[config.mk]
export PLATFORM = sky130hd
export DESIGN_NAME = ex
export DESIGN_NICKNAME = d
export VERILOG_FILES = /design/src/rtl/ex.sv
export SDC_FILE = /design/constraint.sdc
export NUM_CORES = 1
export LEC_CHECK = 0
export CAP_MARGIN = 30
export CORE_AREA = 2 2 348 178
export CTS_CLUSTER_DIAMETER = 80
export DETAILED_ROUTE_END_ITERATION = 8
export DIE_AREA = 0 0 350 180
export GPL_TIMING_DRIVEN = 0
export PLACE_DENSITY = 0.57
export SETUP_SLACK_MARGIN = 0.2
export SLEW_MARGIN = 10
export SYNTH_ARGS = -nofsm -noshare
export SYNTH_HDL_FRONTEND = slang
export SYNTH_SLANG_ARGS = --single-unit
[constraint.sdc]
create_clock -name clk -period 29.9 [get_ports clk]
set_input_delay 8.97 -clock clk [delete_from_list [all_inputs] [get_ports clk]]
set_output_delay 8.97 -clock clk [all_outputs]
set_load 0.01 [all_outputs]
[src/rtl/ex.sv]
// rtl/ex.sv - execute stage: logic/shift ALU, HI/LO registers and multi-cycle divider
//
// Purpose: combinational logic, shift and LUI results with zero latency, plus a
// restoring radix-2 divider (DIV/DIVU) that stalls upstream while it iterates
// and writes quotient/remainder into LO/HI.
//
// Ports:
//   clk       in   clock, all state on rising edge
//   rst       in   asynchronous active-high reset
//   aluop_i   in   [7:0]  operation code from decode
//   reg1_i    in   [31:0] operand 1 (rs, or shift amount)
//   reg2_i    in   [31:0] operand 2 (rt, or zero-extended immediate)
//   wd_i      in   [4:0]  destination register index
//   wreg_i    in   destination write enable
//   flush_i   in   abort any in-progress divide
//   wdata_o   out  [31:0] result (also the forwarding value)
//   wd_o      out  [4:0]  destination register index
//   wreg_o    out  destination write enable
//   stall_o   out  upstream holds ID/EX contents while high

module ex (
    input  logic        clk,
    input  logic        rst,
    input  logic [7:0]  aluop_i,
    input  logic [31:0] reg1_i,
    input  logic [31:0] reg2_i,
    input  logic [4:0]  wd_i,
    input  logic        wreg_i,
    input  logic        flush_i,
    output logic [31:0] wdata_o,
    output logic [4:0]  wd_o,
    output logic        wreg_o,
    output logic        stall_o
);

    localparam logic [7:0] OP_AND  = 8'b00100100;
    localparam logic [7:0] OP_OR   = 8'b00100101;
    localparam logic [7:0] OP_XOR  = 8'b00100110;
    localparam logic [7:0] OP_NOR  = 8'b00100111;
    localparam logic [7:0] OP_ANDI = 8'b01011001;
    localparam logic [7:0] OP_XORI = 8'b01011011;
    localparam logic [7:0] OP_SLL  = 8'b01111100;
    localparam logic [7:0] OP_SLLV = 8'b00000100;
    localparam logic [7:0] OP_SRL  = 8'b00000010;
    localparam logic [7:0] OP_SRLV = 8'b00000110;
    localparam logic [7:0] OP_SRA  = 8'b00000011;
    localparam logic [7:0] OP_SRAV = 8'b00000111;
    localparam logic [7:0] OP_LUI  = 8'b01011100;
    localparam logic [7:0] OP_MFHI = 8'b00010000;
    localparam logic [7:0] OP_MFLO = 8'b00010010;
    localparam logic [7:0] OP_DIV  = 8'b00011010;
    localparam logic [7:0] OP_DIVU = 8'b00011011;

    typedef enum logic [1:0] {
        S_IDLE = 2'd0,
        S_BUSY = 2'd1,
        S_DONE = 2'd2
    } state_t;

    state_t      state_q;
    logic [4:0]  cnt_q;
    logic [31:0] dvd_q;     // dividend shifting out MSB-first, quotient shifting in at LSB
    logic [31:0] dvs_q;     // absolute divisor
    logic [31:0] rem_q;     // partial remainder
    logic        neg_quot_q;
    logic        neg_rem_q;
    logic [31:0] hi_q;
    logic [31:0] lo_q;

    logic        is_div;
    logic        is_signed;
    logic [31:0] abs1_d;
    logic [31:0] abs2_d;
    logic [32:0] rem_shift_d;
    logic        qbit_d;
    logic [31:0] rem_next_d;
    logic [31:0] result_d;
    logic [4:0]  sh;

    assign is_div    = (aluop_i == OP_DIV) || (aluop_i == OP_DIVU);
    assign is_signed = (aluop_i == OP_DIV);
    assign abs1_d    = (is_signed && reg1_i[31]) ? (~reg1_i + 32'd1) : reg1_i;
    assign abs2_d    = (is_signed && reg2_i[31]) ? (~reg2_i + 32'd1) : reg2_i;

    // One restoring step: bring down the next dividend bit, subtract if it fits.
    // When the subtraction happens the result is below the divisor, so 32 bits hold it.
    assign rem_shift_d = {rem_q, dvd_q[31]};
    assign qbit_d      = (rem_shift_d >= {1'b0, dvs_q});
    assign rem_next_d  = qbit_d ? (rem_shift_d[31:0] - dvs_q) : rem_shift_d[31:0];

    assign sh = reg1_i[4:0];

    always_comb begin
        result_d = 32'd0;
        case (aluop_i)
            OP_AND, OP_ANDI: result_d = reg1_i & reg2_i;
            OP_OR:           result_d = reg1_i | reg2_i;
            OP_XOR, OP_XORI: result_d = reg1_i ^ reg2_i;
            OP_NOR:          result_d = ~(reg1_i | reg2_i);
            OP_SLL, OP_SLLV: result_d = reg2_i << sh;
            OP_SRL, OP_SRLV: result_d = reg2_i >> sh;
            OP_SRA, OP_SRAV: result_d = $signed(reg2_i) >>> sh;
            OP_LUI:          result_d = {reg2_i[15:0], 16'h0000};
            OP_MFHI:         result_d = hi_q;
            OP_MFLO:         result_d = lo_q;
            default:         result_d = 32'd0;
        endcase
    end

    // Outputs are forced low by reset immediately, not only at the next edge.
    assign wdata_o = rst ? 32'd0 : result_d;
    assign wd_o    = rst ? 5'd0  : wd_i;
    assign wreg_o  = rst ? 1'b0  : (wreg_i && !is_div);
    assign stall_o = !rst && !flush_i &&
                     (((state_q == S_IDLE) && is_div) || (state_q == S_BUSY));

    always_ff @(posedge clk or posedge rst) begin
        if (rst) begin
            state_q    <= S_IDLE;
            cnt_q      <= 5'd0;
            dvd_q      <= 32'd0;
            dvs_q      <= 32'd0;
            rem_q      <= 32'd0;
            neg_quot_q <= 1'b0;
            neg_rem_q  <= 1'b0;
            hi_q       <= 32'd0;
            lo_q       <= 32'd0;
        end else if (flush_i) begin
            state_q <= S_IDLE;
            cnt_q   <= 5'd0;
        end else begin
            case (state_q)
                S_IDLE: begin
                    if (is_div) begin
                        cnt_q <= 5'd0;
                        if (reg2_i == 32'd0) begin
                            // Divide by zero: all-ones quotient, raw dividend as remainder.
                            dvd_q      <= 32'hFFFF_FFFF;
                            rem_q      <= reg1_i;
                            neg_quot_q <= 1'b0;
                            neg_rem_q  <= 1'b0;
                            state_q    <= S_DONE;
                        end else begin
                            dvd_q      <= abs1_d;
                            dvs_q      <= abs2_d;
                            rem_q      <= 32'd0;
                            neg_quot_q <= is_signed && (reg1_i[31] ^ reg2_i[31]);
                            neg_rem_q  <= is_signed && reg1_i[31];
                            state_q    <= S_BUSY;
                        end
                    end
                end
                S_BUSY: begin
                    rem_q <= rem_next_d;
                    dvd_q <= {dvd_q[30:0], qbit_d};
                    cnt_q <= cnt_q + 5'd1;
                    if (cnt_q == 5'd31) begin
                        state_q <= S_DONE;
                    end
                end
                S_DONE: begin
                    lo_q    <= neg_quot_q ? (~dvd_q + 32'd1) : dvd_q;
                    hi_q    <= neg_rem_q  ? (~rem_q + 32'd1) : rem_q;
                    cnt_q   <= 5'd0;
                    state_q <= S_IDLE;
                end
                default: begin
                    state_q <= S_IDLE;
                end
            endcase
        end
    end

endmodule
-- After elaboration in Yosys (flattened, before gate mapping)
Cells that the tools add are included.
- register bits after elaboration: 169
- output and inout bits: 39
- logic and storage cells: 105
- add/subtract/negate cells: 6
- $lt $le $gt $ge: 1
- equal/unequal tests: 23
- shift operators: 3
- muxes and demuxes: 25
- bitwise operators: 11
- reductions and logical operators: 27
- operator list (cell ; count):
    two-way mux 32 bit ; 10
    case mux 32 bit (10 select lines) ; 1
    inverter 32 bit ; 5
    adder 32 x 1 -> 32 bit (second input constant) ; 4
    case mux 32 bit (2 select lines) ; 2
    greater-or-equal comparator 33 x 32 -> 1 bit ; 1
    bitwise AND 32 bit ; 1
    == test 8 x 5 -> 1 bit (second input constant) ; 4
    == test 8 x 6 -> 1 bit (second input constant) ; 4
    == test 8 x 7 -> 1 bit (second input constant) ; 4
    zero test 32 bit ; 1
    bitwise OR 32 bit ; 1
    left shift 32 x 5 -> 32 bit ; 1
    >> shifter 32 x 5 -> 32 bit ; 1
    >>> shifter 32 x 5 -> 32 bit ; 1
    subtractor 32 bit ; 1
    XOR 32 bit ; 1
    == test 8 x 3 -> 1 bit (second input constant) ; 3
    == test 8 x 2 -> 1 bit (second input constant) ; 2
    two-way mux 5 bit ; 3
    case mux 5 bit (3 select lines) ; 1
    OR reduction 2 bit ; 5
    two-way mux 2 bit ; 4
    logical AND 1 bit ; 7
    other kinds (19) ; 28

-- Depth between registers and ports, before layout
Gate-level depths: netlist of run 1.
- word-level depth: 6
- gate-level depth with buffers: 14
- gate-level depth less buffers: 12

-- Worst setup path before layout of run 1
No wires, ideal clock.
- path kind: input to output
- start point: in rst
- end point: out wdata_o[16]
- arrival: 13.797 ns
- required time: 20.930 ns
- setup slack: 7.133 ns
- cell stages on the path: 4
- buffers on the path: 1
- cells stage by stage: inv_1 -> o41ai_1 -> clkbuf_1 -> a31oi_1
- word-level cells in the longest chain between the ends: 1
- RTL lines (element ; RTL line ; source):
    start, declared ; 23 ; input logic rst,
    two-way mux 32 bit ; 111 ; assign wdata_o = rst ? 32'd0 : result_d;
    end, declared ; 30 ; output logic [31:0] wdata_o,
No other way between the ends.

-- Worst setup path after layout of run 1
- start point: in reg1_i[1]
- end point: out wdata_o[12]
- word-level cells in the longest chain between the ends: 3
- RTL lines (element ; RTL line ; source):
    start, declared ; 25 ; input logic [31:0] reg1_i,
    >>> shifter 32 x 5 -> 32 bit, or another cell as far along ; 102 ; OP_SRA, OP_SRAV: result_d = $signed(reg2_i) >>> sh;
    case mux 32 bit (10 select lines) (*) ; 95 ; case (aluop_i)
    two-way mux 32 bit (*) ; 111 ;
Every way passes the cells marked *; elsewhere a longest branch is shown, timed or not.

==> metrics.md, run 1 <==
| Metric | Value |
|---|---|
| Internal Power | `0.000505 W` |
| Synthesis-stage register bit count | `169` |
| Routed wire length | `around 120000 um` |
| Initial antenna violation count | `4` |
| Vias | `roughly 21000` |
| Post-synth EDFFs | `0` |
| Largest net degree at the start of global routing | `108` |
| CP Class | `input port to output pin` |
| Clk buf depth | `3` |
| Seq/Total Area, Yosys | `23.8%` |
| CP endpoint kind | `output pin` |
| Synth Net Count | `2555` |
| Clock sink count | `between 150 and 200` |
| Initial Util | `29.5%` |
| Resize count post-CTS | `0` |
| # DRC | `28` |
| Setup TNS | `0 ns` |
| Synth unique cells | `73` |
| Highest Clock Rate | `0.0414 GHz` |
| Max-Cap Viols | `0` |
| Unrepaired setup endpoints after global routing | `no` |
| Top_reg_cell synth | `dfrtp_1` |
| Width of the die | `350 um` |
| Remaining Overflow, GRT | `0` |
| Psw | `0.000354 W` |
| Synth warnings | `0` |
| Drt pass-1 iters | `9` |
| Comb pwr share | `36.8%` |
| Global-route wire length before repair | `about 160000 um` |
| HPWL Detailed | `95800 um` |
| Worst slew pin tran | `1.11 ns` |
| Nets | `about 2700` |
| Crit-path max FO | `10` |
| Number of I/O pins | `120` |
| H-tree lvl count | `4` |
| Worst slew margin | `between 20% and 30%` |
| GR peak layer | `met1` |
| Final setup violation count | `0` |
| CP Launch Type | `input port` |
| Crit path time final | `24.15 ns` |
| Peak supply drop | `about 0.032 mV` |
| WL/cell | `34.2 um` |
| RePlAce Congestion | `about 1.1` |
| Place WS | `6.15 ns` |
| Clk_lat worst skew | `approximately 0.5 ns` |
| Xor/xnor cell area share of the yosys netlist | `about 7.6%` |
| Worst EP required | `approximately 21 ns` |
| Min-Delay Path Class | `flip-flop to flip-flop` |
| Post-CTS setup buffers | `0` |
| Setup WS post-layout | `5.75 ns` |
| Area growth syn-to-layout | `17.9%` |
| Power Density | `41.0 nW/um2` |
| Avg Vias per Cell | `6.31` |
| Mapped Cells | `2367` |
| Final hold vios | `0` |
| Power consumption | `0.000859 W` |
| Grt met3 use | `a little over a fifth` |
| Syn avg cell area | `7.50 um2` |
| Initial DRC count | `3708` |
| Routed Antenna Nets | `0` |
| Root Driver | `clkbuf_16` |
| Mux cell area share after synthesis | `approximately a tenth` |
| Reg clk slew, reported paths | `0.07 ns` |
| Total clock buffers created by CTS | `25` |
| Status | `complete, but fails checks` |
| Seq pwr share | `approximately 32%` |
| Fin crit share | `between 80 and 90%` |
| CTS tree | `done` |
| Met2 GRT Util | `40.4%` |
| Simple-Gate Fraction of Synth Area | `roughly a fifth` |
| GR Util met1 | `55.6%` |
| Largest family of logic cells by synthesized area | `compound AO/OA/AOI/OAI gates` |
| FP Rows | `64` |
| Hold Buf Count CTS | `0` |
| Share of cells above drive strength 1 | `5.27%` |
| Post-synthesis compound-gate area fraction | `25.0%` |
| Fill cell count | `between 6000 and 7000` |
| Synth Cell Area | `17800 um2` |
| Vias in the first global route | `19200` |
| Static Leak | `8.51 nW` |
| Core region area | `60100 um2` |
| Adder-Cell Fraction of Synth Area | `7.58%` |
| Fin util | `34.8%` |
| Die ar. | `63000 um2` |
| Die Y | `180 um` |
| Failing checks | `design-rule violations` |
| Buffers added on ports | `116` |
| Sw frac | `roughly two fifths` |
| Clock Skew | `0.0273 ns` |
| Final slew viol count | `0` |
| Total GRT Usage | `35.7%` |
| Async set or reset register ratio after synthesis | `between 90% and 100%` |
| Clock power frac | `31.2%` |
| Data arrival, critical path | `15.18 ns` |
==> logic make-up after synthesis <==
kind of cell               after synthesis
adders and majority gates              107
muxes                                  150
and+or+nand+nor                        761
AOI/OAI and AO/OA                      732
buffers and inverters                  294
xor gates and xnor gates               154
DFF                                    169
==> area by class of cell <==
type | instances | area [um2] | area share, %
Clock inverter | 5 | 53.8 | 0.257
Clock buffer | 27 | 653 | 3.12
Sequential cell | 169 | 4230 | 20.2
Tap cell | 825 | 1030 | 4.93
Buffer | 177 | 696 | 3.32
Antenna cell | 3 | 7.51 | 0.0358
Inverter | 117 | 447 | 2.13
Multi-Input combinational cell | 1904 | 12400 | 59.3
Timing Repair Buffer | 144 | 1410 | 6.74
==> through the flow <==
stage	hold slack, ns	std cells	cell area, um2
2_1_floorplan	0.444	2367	17800
3_3_place_gp	0.463	3308	20000
3_5_place_dp	0.474	3330	20200
4_1_cts	0.490	3362	20900
5_1_grt	0.512	3368	20900
6_report	0.489	3371	20900
==> cell usage after synthesis, drive strengths merged (11+ instances only) <==
cell type	instances	area share, %
mux4	23	2.9
or3	42	1.5
a21o	11	0.46
mux2	24	1.5
or4	14	0.68
xnor2	77	3.8
a2111oi	14	0.69
nand2	306	6.5
buf	29	0.73
a21oi	175	4.9
inv	116	2.5
nand3	47	1.4
nor3	32	0.90
a221oi	20	0.99
nand2b	19	0.67
mux2i	103	5.8
o41ai	16	0.83
o21ai	273	7.7
a22oi	14	0.59
nor2b	14	0.49
o31ai	38	1.6
xor2	77	3.8
ha	106	7.5
a31oi	25	0.88
nor2	220	4.7
a211o	17	0.84
o22ai	38	1.3
clkbuf	148	3.2
a211oi	17	0.72
nor4	13	0.49
o211ai	31	1.3
dfrtp	169	24
nand4	13	0.46
and3	13	0.46
==> cell usage in the layout, fill, tap and decap left out, types with 15 or more instances in the layout <==
cell type        Yosys  final
nand2_1            306    306
o21ai_0            263    263
nor2_1             219    219
a21oi_1            175    174
dfrtp_1            169    169
clkbuf_1           147    147
clkdlybuf4s50_1      0    116
inv_1              116    115
ha_1               106    106
mux2i_1            103    103
xor2_1              77     77
xnor2_1             77     77
nand3_1             46     46
or3_1               41     41
o22ai_1             38     38
o31ai_1             37     37
o211ai_1            31     31
nor3_1              32     30
buf_1               22     30
a31oi_1             25     25
clkbuf_16            0     25
mux2_2              24     24
mux4_2              23     23
a221oi_1            20     20
nand2b_1            19     19
a211oi_1            17     17
a211o_1             17     17
o41ai_1             15     15
==> layer usage <==
layer | up-vias | share of wire [%]
met5 | - | 0.23
met2 | 1624 | 33
li1 | 8814 | -
met3 | 134 | 17
met1 | 10700 | 48
met4 | 8 | 1.3
==> worst paths after layout <==
path / from / to / slack, ns / depth (start not counted)
setup reg to reg: rem_q[17]$_DFFE_PP0P_ / dvd_q[0]$_DFFE_PP0P_ / 25.45 / 12
setup / recovery: reg1_i[1] / wdata_o[12] / 5.75 / 13
min in group asynchronous: rst / dvd_q[9]$_DFFE_PP0P_ / 9.12 / 2
hold / removal: hi_q[19]$_DFFE_PP0P_ / hi_q[19]$_DFFE_PP0P_ / 0.49 / 2
hold reg to reg: hi_q[19]$_DFFE_PP0P_ / hi_q[19]$_DFFE_PP0P_ / 0.49 / 2
max in group asynchronous: rst / rem_q[9]$_DFFE_PP0P_ / 19.79 / 3
==> worst max-delay path, stage by stage <==
cell and delay (ns):
clkdlybuf4s50_1 0.61, buf_1 0.66, clkbuf_1 0.61, clkbuf_1 0.74, buf_1 0.79, o21ai_0 0.37
mux2i_1 0.27, nor2_1 0.08, nor2_1 0.76, o221ai_1 0.44, a21oi_1 0.23, nor2_1 0.07
clkdlybuf4s50_1 0.55
==> sequential cells by signal (all words and copies together), names as in the netlist, 2 cells and up <==
signal   count
cnt_q        5
state_q      2
dvs_q       32
lo_q        32
rem_q       32
dvd_q       32
hi_q        32
==> power groups by stage <==
stage          combinational [W]  sequential [W]  clock (W)
5_1_grt                 0.000329        0.000275   0.000281
3_5_place_dp            0.000293        0.000276          0
6_report                0.000316        0.000274   0.000268
4_1_cts                 0.000295        0.000272   0.000269
3_3_place_gp            0.000291        0.000276          0
2_1_floorplan           0.000167        0.000264          0
(Power assumes the default switching activity.)
==> run 2: changes to the inputs <==
- PLACE_DENSITY: 0.57 -> 0.58
- clock period: 29.9 -> 20.7 ns (I/O delays scaled with it)
==> run 2 against run 1 <==
Compared with the run above:
- the run now ends clean
- critical path type unchanged
- worst setup slack worse by 3.6 ns
- flip-flop and latch count stayed put
- hold slack worse by 0.0035 ns
- via count is 0.84% lower
- sequential power is 45% higher
- non-clock buffer count is 5 higher
==> metrics.md, run 2 (synthesis gave the netlist of run 1 again) <==
| Metric | Value |
|---|---|
| RePlAce Congestion | `1.09 (+3.2%)` |
| Placed cell area | `20200 um2 (+0.25%)` |
| Clock Skew | `0.0225 ns (-0.00487 ns)` |
| CP endpoint kind | `output pin` |
| Critical-path cell list | `clkdlybuf4s50_1 > buf_1 > clkbuf_1 > clkbuf_1 > buf_1 > a21oi_1 > a21oi_1 > o21ai_0 > o21ai_0 > buf_4 > a21oi_1 > o21ai_0 > a21oi_1 > clkdlybuf4s50_1` |
| Reg2reg start | `rem_q[9]$_DFFE_PP0P_` |
| Highest Clock Rate | `between 0.05 and 0.06 GHz` |
| Vias in the first global route | `19300 (+0.052%)` |
| Worst EP required | `14.49 ns (-6.44 ns)` |
| Avg Vias per Cell | `6.24 (-1.1%)` |
| Clock sink count | `169 (unchanged)` |
| Final slew viol count | `0 (unchanged)` |
| Global-route wire length before repair | `157000 um (about the same)` |
| Min-Delay Path Class | `flip-flop to flip-flop` |
| Drt pass-1 iters | `9 (unchanged)` |
| Largest net degree at the start of global routing | `108 (unchanged)` |
| Critical-path top delay cell | `clkbuf_1` |
| Final hold vios | `0 (unchanged)` |
| Post-CTS setup buffers | `0 (unchanged)` |
| Die Y | `180 um (unchanged)` |
| Cells after DPL | `3335 (+0.15%)` |
| Width of the die | `350 um (unchanged)` |
| CP Launch Type | `input port` |
| Reg clk slew, reported paths | `0.07 ns (about the same)` |
| Initial Util | `29.5% (unchanged)` |
| Worst slew margin | `27.7% (+2.7 points)` |
| Clk_lat worst skew | `0.51 ns (about the same)` |
| CTS tree | `done` |
| Most used cell along the critical path | `a21oi_1` |
| Finished Layout Cells | `3379 (+0.24%)` |
| Hold Buf Count CTS | `0 (unchanged)` |
| Root Driver | `clkbuf_16` |
| Power Density | `59.0 nW/um2 (+44%)` |
| Initial DRC count | `3905 (+5.3%)` |
| Total GRT Usage | `35.9% (+0.15 points)` |
| Routed wire length | `116000 um (+0.40%)` |
| # DRC | `0 (-100%)` |
| Crit-path max FO | `10 (unchanged)` |
| Max-Cap Viols | `0 (unchanged)` |
| Commonest non-fill, non-tap cells in the layout | `306 x nand2_1, 263 x o21ai_0, 219 x nor2_1, 175 x a21oi_1, 169 x dfrtp_1` |
| Remaining Overflow, GRT | `0 (unchanged)` |
| Crit path time final | `18.56 ns` |
| Worst path max stage delay | `0.81 ns (+0.02 ns)` |
| Buffers added on ports | `116 (unchanged)` |
| Resize count post-CTS | `0 (unchanged)` |
| Vias | `21100 (-0.84%)` |
| Worst slew pin tran | `1.07 ns (-0.0416 ns)` |
| Most common cell after layout, fill and taps aside | `nand2_1` |
| Die ar. | `63000 um2 (unchanged)` |
| Routed Antenna Nets | `0 (unchanged)` |
| Clk buf depth | `3 (unchanged)` |
| FP Rows | `64 (unchanged)` |
| Unrepaired setup endpoints after global routing | `no` |
| H-tree lvl count | `4 (unchanged)` |
| Core region area | `60100 um2 (unchanged)` |
| Nets | `2731 (+0.18%)` |
| Final setup violation count | `0 (unchanged)` |
| Area growth syn-to-layout | `18.3%` |
| Worst Setup SP | `reg1_i[1]` |
| Status | `finished, final reports clean` |
| Peak supply drop | `0.0427 mV (+35%)` |
| Share of cells above drive strength 1 | `5.49% (+0.22 points)` |
| HPWL Detailed | `96400 um (+0.65%)` |
| CP Class | `input port to output pin` |
| Fin crit share | `about nine tenths` |
| Data arrival, critical path | `12.35 ns (-2.83 ns)` |
| Static Leak | `8.54 nW (+0.35%)` |
| Fin area | `21000 um2 (+0.27%)` |
| Total clock buffers created by CTS | `25 (unchanged)` |
| Initial antenna violation count | `11 (+7)` |
| Number of I/O pins | `120 (unchanged)` |
| Min-delay src | `lo_q[7]$_DFFE_PP0P_` |
| WL/cell | `34.2 um (+0.17%)` |
run 2: metrics by stage:
| step | worst slack [ns] | util, % | TNS [ns] | hold slack (ns) | power, W |
|---|---|---|---|---|---|
| after detailed placement | 2.62 | 33.6 | 0 | 0.475 | 0.000821 |
| after global routing | 2.17 | 34.9 | 0 | 0.505 | 0.00128 |
| after floorplan | 3.45 | - | 0 | 0.444 | 0.000622 |
| after CTS | 2.58 | 34.8 | 0 | 0.490 | 0.00121 |
| after global placement | -0.719 | 33.2 | -14.84 | 0.468 | 0.000818 |
| final | 2.14 | 34.9 | 0 | 0.486 | 0.00124 |
run 2: routing by layer:
metal	vias to the layer above	track usage, %	part of all wire [%]
met2	1604	40.6	33
met4	10	4.19	1.1
met5	-	3.63	0.37
li1	8815	-	-
met3	133	18.4	17
met1	10500	57.4	48
run 2: where the power goes:
part / switching (W) / internal (W)
sequential: 0.0000422 / 0.000355
combinational: 0.000315 / 0.000141
clock: 0.000151 / 0.000235
run 2: worst max-delay path: cells and delay by family:
family | cells | cell delay, ns
compound gates | 7 | 1.78
buf+inv | 7 | 4.34
run 2: final cells by class:
type	instances	area, um2
Timing Repair Buffer	149	1460
Clock buffer	27	653
Clock inverter	6	57.6
Inverter	117	447
Sequential cell	169	4230
Buffer	177	696
Fill cell	6312	39100
Tap cell	825	1030
Multi-Input combinational cell	1904	12400
Antenna cell	5	12.5
run 2: final timing paths:
path | end | slack (ns) | depth (start not counted)
worst max-delay path | wdata_o[31] | 2.14 | 14
worst min-delay path | lo_q[7]$_DFFE_PP0P_ | 0.49 | 2
worst max register to register | rem_q[20]$_DFFE_PP0P_ | 16.12 | 11
worst min register to register | lo_q[7]$_DFFE_PP0P_ | 0.49 | 2
max in group asynchronous | dvs_q[2]$_DFFE_PP0P_ | 13.24 | 3
min in group asynchronous | dvd_q[13]$_DFFE_PP0P_ | 6.47 | 2
